[src/rtl/instr_decode_stage_pkg.sv]
// Shared RV32I decode definitions: opcode constants, format codes and the
// decoded-entry structs passed between the field decoder and the stage.
package riscv_defs;

  localparam logic [6:0] OP_OP     = 7'b0110011;
  localparam logic [6:0] OP_IMM    = 7'b0010011;
  localparam logic [6:0] OP_LOAD   = 7'b0000011;
  localparam logic [6:0] OP_JALR   = 7'b1100111;
  localparam logic [6:0] OP_STORE  = 7'b0100011;
  localparam logic [6:0] OP_BRANCH = 7'b1100011;
  localparam logic [6:0] OP_LUI    = 7'b0110111;
  localparam logic [6:0] OP_AUIPC  = 7'b0010111;
  localparam logic [6:0] OP_JAL    = 7'b1101111;

  typedef enum logic [2:0] {
    FMT_R    = 3'd0,
    FMT_I    = 3'd1,
    FMT_S    = 3'd2,
    FMT_B    = 3'd3,
    FMT_U    = 3'd4,
    FMT_J    = 3'd5,
    FMT_NONE = 3'd7
  } fmt_e;

  typedef struct packed {
    fmt_e        fmt;
    logic [4:0]  rd;
    logic [4:0]  rs1;
    logic [4:0]  rs2;
    logic [2:0]  funct3;
    logic [6:0]  funct7;
    logic [31:0] imm;
    logic        illegal;
  } dec_t;

  typedef struct packed {
    logic [6:0]  opcode;
    dec_t        dec;
    logic [31:0] pc;
  } entry_t;

  function automatic fmt_e opFmt(input logic [6:0] op);
    fmt_e f;
    case (op)
      OP_OP:                      f = FMT_R;
      OP_IMM, OP_LOAD, OP_JALR:   f = FMT_I;
      OP_STORE:                   f = FMT_S;
      OP_BRANCH:                  f = FMT_B;
      OP_LUI, OP_AUIPC:           f = FMT_U;
      OP_JAL:                     f = FMT_J;
      default:                    f = FMT_NONE;
    endcase
    return f;
  endfunction

endpackage

[src/rtl/instr_field_decode.sv]
// Combinational RV32I field extractor: classifies by opcode and pulls out
// register indices, funct fields and the sign-extended immediate.
module instr_field_decode
  import riscv_defs::*;
(
  input  logic [31:0] iINSTR,
  output dec_t        oDEC
);

  logic [31:0] ins;
  assign ins = iINSTR;

  always_comb begin
    oDEC     = '0;
    oDEC.fmt = opFmt(ins[6:0]);
    case (oDEC.fmt)
      FMT_R: begin
        oDEC.rd     = ins[11:7];
        oDEC.rs1    = ins[19:15];
        oDEC.rs2    = ins[24:20];
        oDEC.funct3 = ins[14:12];
        oDEC.funct7 = ins[31:25];
      end
      FMT_I: begin
        oDEC.rd     = ins[11:7];
        oDEC.rs1    = ins[19:15];
        oDEC.funct3 = ins[14:12];
        oDEC.imm    = {{20{ins[31]}}, ins[31:20]};
      end
      FMT_S: begin
        oDEC.rs1    = ins[19:15];
        oDEC.rs2    = ins[24:20];
        oDEC.funct3 = ins[14:12];
        oDEC.imm    = {{20{ins[31]}}, ins[31:25], ins[11:7]};
      end
      FMT_B: begin
        oDEC.rs1    = ins[19:15];
        oDEC.rs2    = ins[24:20];
        oDEC.funct3 = ins[14:12];
        oDEC.imm    = {{19{ins[31]}}, ins[31], ins[7], ins[30:25], ins[11:8], 1'b0};
      end
      FMT_U: begin
        oDEC.rd     = ins[11:7];
        oDEC.imm    = {ins[31:12], 12'b0};
      end
      FMT_J: begin
        oDEC.rd     = ins[11:7];
        oDEC.imm    = {{11{ins[31]}}, ins[31], ins[19:12], ins[20], ins[30:21], 1'b0};
      end
      // unsupported opcode: every field stays zero, only the flag is raised
      default: oDEC.illegal = 1'b1;
    endcase
  end

endmodule

[src/rtl/instr_decode_stage.sv]
// Registered RV32I decode stage with valid/ready on both sides.
// DECODE_SKID_EN adds a skid entry and makes oREADY a registered output.
module instr_decode_stage
  import riscv_defs::*;
(
  input  logic        iCLK,
  input  logic        iRST,
  input  logic        iFLUSH,
  input  logic        iVALID,
  output logic        oREADY,
  input  logic [31:0] iINSTR,
  input  logic [31:0] iPC,
  output logic        oVALID,
  input  logic        iREADY,
  output logic [6:0]  oOPCODE,
  output logic [2:0]  oFMT,
  output logic [4:0]  oRD,
  output logic [4:0]  oRS1,
  output logic [4:0]  oRS2,
  output logic [2:0]  oFUNCT3,
  output logic [6:0]  oFUNCT7,
  output logic [31:0] oIMM,
  output logic [31:0] oPC,
  output logic        oILLEGAL,
  output logic [15:0] oILL_CNT
);

  dec_t        dec;
  entry_t      inEntry;
  entry_t      outReg;
  logic        outVld;
  logic        accept;
  logic [15:0] illCnt;

  instr_field_decode uFieldDec (
    .iINSTR (iINSTR),
    .oDEC   (dec)
  );

  assign inEntry = '{opcode: iINSTR[6:0], dec: dec, pc: iPC};
  // a beat offered during flush is dropped entirely
  assign accept  = iVALID & oREADY & ~iFLUSH;

`ifdef DECODE_SKID_EN
  entry_t skidReg;
  logic   skidVld;

  assign oREADY = ~skidVld;

  always_ff @(posedge iCLK) begin
    if (iRST) begin
      outVld  <= 1'b0;
      outReg  <= '0;
      skidVld <= 1'b0;
      skidReg <= '0;
    end else if (iFLUSH) begin
      outVld  <= 1'b0;
      skidVld <= 1'b0;
    end else if (!outVld || iREADY) begin
      // output slot frees up: skid entry first so ordering is kept
      if (skidVld) begin
        outReg  <= skidReg;
        outVld  <= 1'b1;
        skidVld <= 1'b0;
      end else if (accept) begin
        outReg  <= inEntry;
        outVld  <= 1'b1;
      end else begin
        outVld  <= 1'b0;
      end
    end else if (accept) begin
      skidReg <= inEntry;
      skidVld <= 1'b1;
    end
  end
`else
  assign oREADY = ~outVld | iREADY;

  always_ff @(posedge iCLK) begin
    if (iRST) begin
      outVld <= 1'b0;
      outReg <= '0;
    end else if (iFLUSH) begin
      outVld <= 1'b0;
    end else if (accept) begin
      outReg <= inEntry;
      outVld <= 1'b1;
    end else if (iREADY) begin
      outVld <= 1'b0;
    end
  end
`endif

  always_ff @(posedge iCLK) begin
    if (iRST)
      illCnt <= '0;
    else if (accept && inEntry.dec.illegal && illCnt != 16'hFFFF)
      illCnt <= illCnt + 16'd1;
  end

  assign oVALID   = outVld;
  assign oOPCODE  = outReg.opcode;
  assign oFMT     = outReg.dec.fmt;
  assign oRD      = outReg.dec.rd;
  assign oRS1     = outReg.dec.rs1;
  assign oRS2     = outReg.dec.rs2;
  assign oFUNCT3  = outReg.dec.funct3;
  assign oFUNCT7  = outReg.dec.funct7;
  assign oIMM     = outReg.dec.imm;
  assign oPC      = outReg.pc;
  assign oILLEGAL = outReg.dec.illegal;
  assign oILL_CNT = illCnt;

endmodule

[config.mk]
export PLATFORM = sky130hd
export DESIGN_NAME = instr_decode_stage
export DESIGN_NICKNAME = d
export VERILOG_FILES = /design/src/rtl/instr_decode_stage_pkg.sv /design/src/rtl/instr_field_decode.sv /design/src/rtl/instr_decode_stage.sv
export SDC_FILE = /design/constraint.sdc
export NUM_CORES = 1
export LEC_CHECK = 0
export CAP_MARGIN = 20
export CORE_MARGIN = 2
export CORE_UTILIZATION = 45
export DETAILED_ROUTE_END_ITERATION = 8
export DONT_BUFFER_PORTS = 1
export GPL_TIMING_DRIVEN = 0
export HOLD_SLACK_MARGIN = 0.1
export SYNTH_ARGS = -nofsm -noshare
export SYNTH_HDL_FRONTEND = slang
export SYNTH_SLANG_ARGS = --single-unit
[constraint.sdc]
create_clock -name iCLK -period 3.3 [get_ports iCLK]
set_input_delay 0.66 -clock iCLK [delete_from_list [all_inputs] [get_ports iCLK]]
set_output_delay 0.66 -clock iCLK [all_outputs]
set_load 0.03 [all_outputs]
==> impl_metrics.csv <==
group,metric,value,unit
power,peakVddDrop,0.3418,mV
placed_design,gp_congestion,0.8228,
grt,grt_pass1_wl,19710,um
sta,maxSlewHeadroom,0.3237,
placed_design,placed_area,0.004840,mm^2
grt,antenna_found_initial,0,
yosys,avgSynthCellArea,8.679,um^2
setup_path,path_class,"primary input to flip-flop",
routing,first_iter_violations,229,
yosys,yosys_warnings,0,
yosys,netlist_instances,538,
layout,diodes,0,
layout,fillCellCount,981,
floorplan,initial_utilization,0.4585,
floorplan,die_y,105.9,um
yosys,ys_seq_area_frac,0.5016,
routing,dr.pass1.iters,4,
setup_path,startpoint_type,"primary input",
floorplan,rows,37,
clocking,cts_resized,0,
clocking,cts_sinks,117,
setup_path,critical_path.slowest_cell,"buf_1",
setup_path,critPathMaxStageDelay,0.41,ns
sta,period_share,0.8981,
routing,vias,3931,
run_status,status,"finished clean",
setup_path,cp_data_required_time,3.75,ns
floorplan,core,0.01018,mm^2
layout,syn2layout_area_growth,15.17,%
sta,worst_pin_slew,1.012,ns
yosys,synth-seq-cells,117,
clocking,cts_tree,"yes",
placed_design,dp_cells,674,
layout,layout-drive-gt1-share,0.08627,
floorplan,die_area,0.01121,mm^2
routing,drtAntennaViolNets,0,
floorplan,ios,187,
hold_path,min_path_type,"primary input to flip-flop",
clocking,numCtsBuffers,17,
sta,fin_setup_tns,0,ns
setup_path,crit_chain,"buf_2 > and4b_1 > o2111a_1 > inv_1 > ha_1 > nor2b_1 > o41ai_1 > and3_1 > buf_1 > a31oi_1 > nor2_1 > buf_2 > a221o_1",
yosys,synth_cell_types,57,
placed_design,port_buffers,0,
sta,setup_viol,0,
grt,grt_usage,0.2240,
sta,finalMaxSlewViolations,0,
yosys,synth_fp_nets,610,
yosys,synth.cell_area,0.004669,mm^2
routing,drt_wl_total,12730,um
power,powerDensity,619.9,mW/mm^2
power,p_leak,1.899,nW
layout,stdcell_area,0.005378,mm^2
placed_design,dpl.hpwl,9459,um
sta,skew,0.006532,ns
sta,grt_setup_unrepaired,"no",
sta,hold_viol_final,0,
yosys,postSynth.asyncResetShare,0,
grt,grt-ovfl-total,0,
setup_path,critPathMostFrequentCell,"buf_2",
grt,grt_max_degree,17,
routing,viasPerCell,5.584,
floorplan,die_w,105.9,um
routing,wire_per_inst,18.08,um
clocking,htreeDepth,4,
sta,worst_hold_slack,0.2329,ns
setup_path,critPathCaptureType,"flip-flop",
setup_path,worstPathArrival,3.41,ns
sta,max_freq,337.4,MHz
yosys,synth_enable_flop_cells,0,
placed_design,post-place-ws,-0.1525,ns
layout,final_nets,629,
sta,min_period,2.964,ns
routing,drcViolationCount,0,
sta,fin_ws,0.3364,ns
clocking,cts.clk_slew.worst_paths,0.06,ns
layout,finalNonFillerCells,704,
flow_run,drv_cap,0,
grt,grt_pass1_vias,3681,
clocking,clock_latency,0.50,ns
setup_path,cp_max_fo,10,
clocking,clock_path_buffers,2,
yosys,yosys_most_used_dff,"dfxtp_1",
clocking,hold_buffers,0,
clocking,post_cts_buffers,0,
clocking,cts-root-buf,"clkbuf_8",
## worst max-delay path: cells and delay by family
family                     cells  cell delay, ns
adders and majority gates      1            0.28
AOI/OAI and AO/OA              4            0.83
buffers and inverters          4            0.93
and+or+nand+nor                4            0.69
## final cells by class
class | count | area, um^2 | area share
flip-flops and latches | 117 | 2342 | 0.4356
multi-input cells | 376 | 2135 | 0.3969
clock buffers | 20 | 455.4 | 0.08469
well taps | 136 | 170.2 | 0.03164
plain buffers | 37 | 162.7 | 0.03025
clock inverters | 10 | 82.58 | 0.01536
inverters | 8 | 30.03 | 0.005584
## state kept, by name, summed over array words and instances (netlist names)
register	count
oRS2	5
oRS1	5
oILLEGAL	1
oFUNCT7	7
oFMT	3
oOPCODE	7
oRD	5
oIMM	32
oILL_CNT	16
oPC	32
oFUNCT3	3
oVALID	1
## through the flow
stage | total power, mW | util
global route | 3.455 | 0.5280
floorplan | 1.668 | -
detailed placement | 1.711 | 0.4752
finish | 3.334 | 0.5280
CTS | 3.368 | 0.5280
global placement | 1.706 | 0.4752
## per-layer routing
| metal | routed length (um) | part of all wire | vias to the layer above | global-route usage |
|---|---|---|---|---|
| li1 | - | - | 1913 | - |
| met1 | 5508 | 0.43 | 1861 | 0.2774 |
| met2 | 5811 | 0.46 | 135 | 0.3442 |
| met3 | 1137 | 0.089 | 22 | 0.09586 |
| met4 | 268 | 0.021 | 0 | 0.08835 |
| met5 | 0 | 0 | - | 0 |
## worst paths after layout
kind	startpoint	slack, ns	cells past startpoint	end
setup / recovery	iINSTR[6]	0.34	13	oIMM[22]
hold / removal	iFLUSH	0.23	1	oVALID
setup reg to reg	oVALID	0.61	6	oILL_CNT[9]
hold reg to reg	oOPCODE[0]	0.60	2	oOPCODE[0]
## logic make-up after synthesis
family / Yosys count / synth area share
adder cells (fa/ha/maj): 3 / 0.008039
AND/OR/NAND/NOR: 222 / 0.2205
AO/OA/AOI/OAI: 136 / 0.2004
buffers and inverters: 45 / 0.04126
flip-flops: 117 / 0.5016
XOR/XNOR: 15 / 0.02814
## cells in the mapped netlist, drive strengths merged (2+ instances only)
master  instances  area (um^2)
nor4            6        50.04
a22oi          13        97.59
a31oi           2        12.51
clkbuf         27        102.6
nand2         118        442.9
dfxtp         117         2342
a22o            6        52.55
nor2           49        183.9
or3             2        12.51
buf            10        60.05
o21ai           9        45.04
a221o          11        110.1
nor3           13        87.58
xnor2          15        131.4
inv             8        30.03
a32oi          12        105.1
nand4           4        25.02
nor2b           4        25.02
and2            3        18.77
nand3           5        25.02
a21o           11        83.83
nor3b           4        41.29
o211ai          2        20.02
and3b           2        21.27
a21oi          59        295.3
ha              3        37.54
nand3b          3        22.52
o21bai          2        15.01
## where the power goes
group / total [mW] / switching (mW) / internal, mW
Clock: 1.65 / 0.616 / 1.04
Combinational: 0.151 / 0.104 / 0.0463
Sequential: 1.53 / 0.0838 / 1.45
Total: 3.33 / 0.804 / 2.53
## layout by cell type (no fill, tap or decap), drive strengths merged, types with 5 or more instances in the layout
master / count
nand2: 118
dfxtp: 117
a21oi: 59
nand3: 5
xnor2: 15
a32oi: 12
a22oi: 13
a21o: 11
o21ai: 9
inv: 8
a221o: 11
clkinv: 6
clkbuf: 47
nor3: 13
a22o: 6
nor2: 49
nor4: 6
buf: 10
No activity file was read; power rests on OpenSTA's default activity.
